### config.mk
export PLATFORM = sky130hd
export DESIGN_NAME = pipelined_multiplier_v2
export DESIGN_NICKNAME = d
export VERILOG_FILES = /design/src/rtl/pipelined_multiplier_v2.sv
export SDC_FILE = /design/constraint.sdc
export NUM_CORES = 1
export LEC_CHECK = 0
export ABC_AREA = 1
export CORE_ASPECT_RATIO = 1.25
export CORE_MARGIN = 1
export CORE_UTILIZATION = 45
export DETAILED_ROUTE_END_ITERATION = 8
export HOLD_SLACK_MARGIN = 0.15
export MAX_ROUTING_LAYER = met4
export PLACE_DENSITY = 0.68
export SLEW_MARGIN = 20
export SYNTH_ARGS = -nofsm -noshare
export SYNTH_HDL_FRONTEND = slang
export SYNTH_SLANG_ARGS = --single-unit
### constraint.sdc
create_clock -name clk -period 13.95 [get_ports clk]
set_input_delay 1.395 -clock clk [delete_from_list [all_inputs] [get_ports clk]]
set_output_delay 1.395 -clock clk [all_outputs]
set_load 0.01 [all_outputs]
### src/rtl/pipelined_multiplier_v2.sv
// Fully pipelined signed/unsigned integer multiplier with tag passthrough.
// Whole pipeline advances as one unit whenever the output slot can move.
module pipelined_multiplier_v2 #(
    parameter int WIDTH  = 8,
    parameter int STAGES = 3,
    parameter int TAG_W  = 4
) (
    input  logic               clk,
    input  logic               rst_n,
    input  logic               in_valid,
    output logic               in_ready,
    input  logic [WIDTH-1:0]   in_a,
    input  logic [WIDTH-1:0]   in_b,
    input  logic               in_signed,
    input  logic [TAG_W-1:0]   in_tag,
    output logic               out_valid,
    input  logic               out_ready,
    output logic [2*WIDTH-1:0] out_result,
    output logic [TAG_W-1:0]   out_tag,
    output logic               busy,
    output logic [15:0]        op_count
);

    localparam int PW = 2 * WIDTH;

    if (WIDTH < 2 || WIDTH > 32) begin : g_bad_width
        $fatal(1, "WIDTH out of range 2..32");
    end
    if (STAGES < 2 || STAGES > 6) begin : g_bad_stages
        $fatal(1, "STAGES out of range 2..6");
    end
    if (TAG_W < 1 || TAG_W > 16) begin : g_bad_tag
        $fatal(1, "TAG_W out of range 1..16");
    end

    logic              w_adv;
    logic              r_s1_v;
    logic [WIDTH-1:0]  r_s1_a;
    logic [WIDTH-1:0]  r_s1_b;
    logic              r_s1_sgn;
    logic [TAG_W-1:0]  r_s1_tag;

    logic              r_v [2:STAGES];
    logic [PW-1:0]     r_p [2:STAGES];
    logic [TAG_W-1:0]  r_t [2:STAGES];

    logic [PW-1:0]     w_ea;
    logic [PW-1:0]     w_eb;
    logic [PW-1:0]     w_prod;
    logic [STAGES-1:0] w_vbits;
    logic [15:0]       r_cnt;

    assign w_adv    = !r_v[STAGES] || out_ready;
    assign in_ready = w_adv;

    // Sign extension only when the operation was issued as signed.
    assign w_ea   = {{WIDTH{r_s1_sgn & r_s1_a[WIDTH-1]}}, r_s1_a};
    assign w_eb   = {{WIDTH{r_s1_sgn & r_s1_b[WIDTH-1]}}, r_s1_b};
    assign w_prod = w_ea * w_eb;

    always_ff @(posedge clk or negedge rst_n) begin
        if (!rst_n) begin
            r_s1_v   <= 1'b0;
            r_s1_a   <= '0;
            r_s1_b   <= '0;
            r_s1_sgn <= 1'b0;
            r_s1_tag <= '0;
        end else if (w_adv) begin
            r_s1_v <= in_valid;
            if (in_valid) begin
                r_s1_a   <= in_a;
                r_s1_b   <= in_b;
                r_s1_sgn <= in_signed;
                r_s1_tag <= in_tag;
            end
        end
    end

    // Data only moves with a valid op, so outputs hold across bubbles.
    always_ff @(posedge clk or negedge rst_n) begin
        if (!rst_n) begin
            for (int k = 2; k <= STAGES; k++) begin
                r_v[k] <= 1'b0;
                r_p[k] <= '0;
                r_t[k] <= '0;
            end
        end else if (w_adv) begin
            r_v[2] <= r_s1_v;
            if (r_s1_v) begin
                r_p[2] <= w_prod;
                r_t[2] <= r_s1_tag;
            end
            for (int k = 3; k <= STAGES; k++) begin
                r_v[k] <= r_v[k-1];
                if (r_v[k-1]) begin
                    r_p[k] <= r_p[k-1];
                    r_t[k] <= r_t[k-1];
                end
            end
        end
    end

    always_comb begin
        w_vbits    = '0;
        w_vbits[0] = r_s1_v;
        for (int k = 2; k <= STAGES; k++) begin
            w_vbits[k-1] = r_v[k];
        end
    end

    always_ff @(posedge clk or negedge rst_n) begin
        if (!rst_n) begin
            r_cnt <= '0;
        end else if (r_v[STAGES] && out_ready && r_cnt != 16'hFFFF) begin
            r_cnt <= r_cnt + 16'd1;
        end
    end

    assign out_valid  = r_v[STAGES];
    assign out_result = r_p[STAGES];
    assign out_tag    = r_t[STAGES];
    assign busy       = |w_vbits;
    assign op_count   = r_cnt;

endmodule
==> impl_metrics.ini <==
[clock_network]
cts_setup_buffers = 0
clk_path_buf_depth = 2
root_buffer = clkbuf_16
cts.sinks = 80
clock_latency_ns = 0.35
clk_pin_slew_ns = 0.07
htreeDepth = 3
cts_buffers = 9
holdBufCountCts = 0
cts_resized = 0
cts_tree = done

[die]
start_util_pct = 46.35
die_x_microns = 109.1
die_area_sq_um = 14840
coreArea_sq_um = 13930
num_rows = 48
die_h_microns = 135.9
ios = 64

[final_layout]
num-nets-final = 897
antenna_cells = 0
fill_cells = 1325
multiInputGateArea_sq_um = 3606
area_growth_pct = 13.49
drive_gt1_share_pct = 8.205
fin_util_pct = 52.60
regArea_sq_um = 2002

[route]
post_drt_wl_per_cell_microns = 13.03
antenna_left = 0
dr.first_iter.drc_count = 173
drc = 0
routed_wl_mm = 12.45
viasPerCell = 4.786
num_vias = 4571
firstDrtPassIters = 4

[yosys]
synthSimpleGateAreaFrac_pct = 17.71
synth_xor_area_share_pct = 2.713
syn_area_per_cell_sq_um = 8.645
yosys_warnings = 0
synth_fp_nets = 869
synth.distinct_cells = 32
syn_inst = 747
synth_edf_count = 0
synthAdderAreaFrac_pct = 26.12
synthesis.area_sq_um = 6457
async_reset_ff_share_pct = 100.0
synthMuxAreaShare_pct = 5.232
yosys_register_bits = 80
ys_seq_area_share_pct = 31.00
synth-compound-area-share_pct = 3.953
synth_top_family_by_area = adder cells
synthFlopType = dfrtp_1

[critical_path]
end_kind = flop
crit_arrival_ns = 5.27
cp_max_fo = 11
required_ns = 14.16
worstSetupStartpointType = flop
worstSetupPathType = reg2reg

[timing]
finalWorstSetupSlack_ns = 8.895
slew_viol_final = 0
final-hold-violation-count = 0
finalCritPeriodShare_pct = 36.24
worst_pin_slew_ns = 0.9356
skew_ns = 0.01326
setup_viol = 0
fmax_mhz = 197.8
rsz0062_at_grt = no
tns_ns = 0
min_period_ns = 5.055
maxSlewHeadroom_pct = 37.47
whs_ns = 0.4782

[global_route]
antenna_found_initial = 0
grt_first_pass_wirelength_mm = 20.96
grt_overflow = 0
track_usage_pct = 18.82
grt_pass1_vias = 4629
grt_max_degree = 81

[hold_path]
hold_class = reg2reg

[placement]
portBuffers = 63
place_hpwl_mm = 9.545
finalWeightedCongestion = 0.9193
post-place-ws_ns = 8.880

[outcome]
run_status = finished clean

[run]
maxCapViolations = 0
[metrics by stage]
stage | std cells | area [sq um]
5_1_grt | 955 | 7328
2_1_floorplan | 747 | 6457
3_5_place_dp | 939 | 7028
4_1_cts | 955 | 7320
3_3_place_gp | 939 | 7028
6_report | 955 | 7328
[layout make-up]
type / count / area share (%)
clock buffer: 10 / 3.261
clock inverter: 6 / 0.7171
multi-input combinational: 467 / 49.21
timing repair buffer: 63 / 8.622
tap: 175 / 2.988
sequential: 80 / 27.32
inverter: 154 / 7.888
[logic make-up (layout without fill, tap and decap cells)]
group / count (synthesis) / after routing
compound gates: 46 / 46
xor+xnor: 20 / 20
fa+ha+maj: 97 / 97
buf+inv: 200 / 233
flops: 80 / 80
mux: 30 / 30
simple gates: 274 / 274
[sequential cells by signal, indices dropped and copies added, names as in the netlist]
signal      count
op_count       16
out_result     16
out_tag         4
out_valid       1
r_p            16
r_s1_a          8
r_s1_b          8
r_s1_sgn        1
r_s1_tag        4
r_s1_v          1
r_t             4
r_v             1
[layout by cell type, fill, tap and decap left out, types with 13 or more instances in the layout]
cell	count
nand2_1	195
inv_1	152
dfrtp_1	80
fa_1	63
clkdlybuf4s50_1	62
ha_1	34
o21ai_0	31
nor2_1	30
mux2_2	29
nand3_1	24
xor2_1	13
[synth_stat cells, types with 2 or more instances]
| cell | instances | area (sq um) |
|---|---|---|
| clkbuf_1 | 15 | 56.30 |
| o21ai_0 | 31 | 155.2 |
| o21ai_2 | 4 | 35.03 |
| dfrtp_1 | 80 | 2002 |
| nor2_1 | 31 | 116.4 |
| buf_4 | 23 | 172.7 |
| or2_2 | 4 | 25.02 |
| ha_1 | 34 | 425.4 |
| a31oi_1 | 2 | 12.51 |
| o21bai_1 | 3 | 22.52 |
| nor3_1 | 5 | 25.02 |
| a21oi_1 | 6 | 30.03 |
| nand4_1 | 6 | 37.54 |
| nand3_2 | 2 | 20.02 |
| nand3_1 | 24 | 120.1 |
| inv_2 | 2 | 7.510 |
| xnor2_1 | 7 | 61.31 |
| mux2_2 | 29 | 326.6 |
| inv_1 | 152 | 570.6 |
| nand2_1 | 195 | 732.0 |
| xor2_1 | 13 | 113.9 |
| buf_2 | 7 | 35.03 |
| fa_1 | 63 | 1261 |
[metal layers]
layer	vias to the layer above	wire length, microns	GRT usage, %
met2	82	6243	31.59
li1	2280	-	-
met4	0	260	6.682
met1	2189	5621	22.60
met5	-	0	-
met3	20	321	3.212
[critical path, stage by stage, from the launching register on]
cell and delay, ns:
dfrtp_1 0.52, nand2_1 0.26, or2_2 0.34, fa_1 0.45, fa_1 0.49, inv_1 0.05, fa_1 0.50, fa_1 0.55
inv_1 0.05, fa_1 0.53, inv_1 0.04, ha_1 0.34, nand2_1 0.09, o21bai_1 0.28, nand4_1 0.16, nand2_1 0.09
nand2_1 0.05, nand3_1 0.06, o21ai_0 0.08
[worst paths after layout]
check,startpoint,endpoint,slack [ns],cells after the start
min reg2reg,r_p[17]$_DFFE_PN0P_,r_p[17]$_DFFE_PN0P_,0.48,2
max,r_s1_b[7]$_DFFE_PN0P_,r_p[29]$_DFFE_PN0P_,8.89,18
min,r_p[17]$_DFFE_PN0P_,r_p[17]$_DFFE_PN0P_,0.48,2
max in group asynchronous,rst_n,r_t[4]$_DFFE_PN0P_,12.38,1
min in group asynchronous,rst_n,op_count[2]$_DFFE_PN0P_,1.08,1
max reg2reg,r_s1_b[7]$_DFFE_PN0P_,r_p[29]$_DFFE_PN0P_,8.89,18
Power is not shown: default switching activity piles up to over one toggle a cycle in this logic, so the estimate is an artifact.
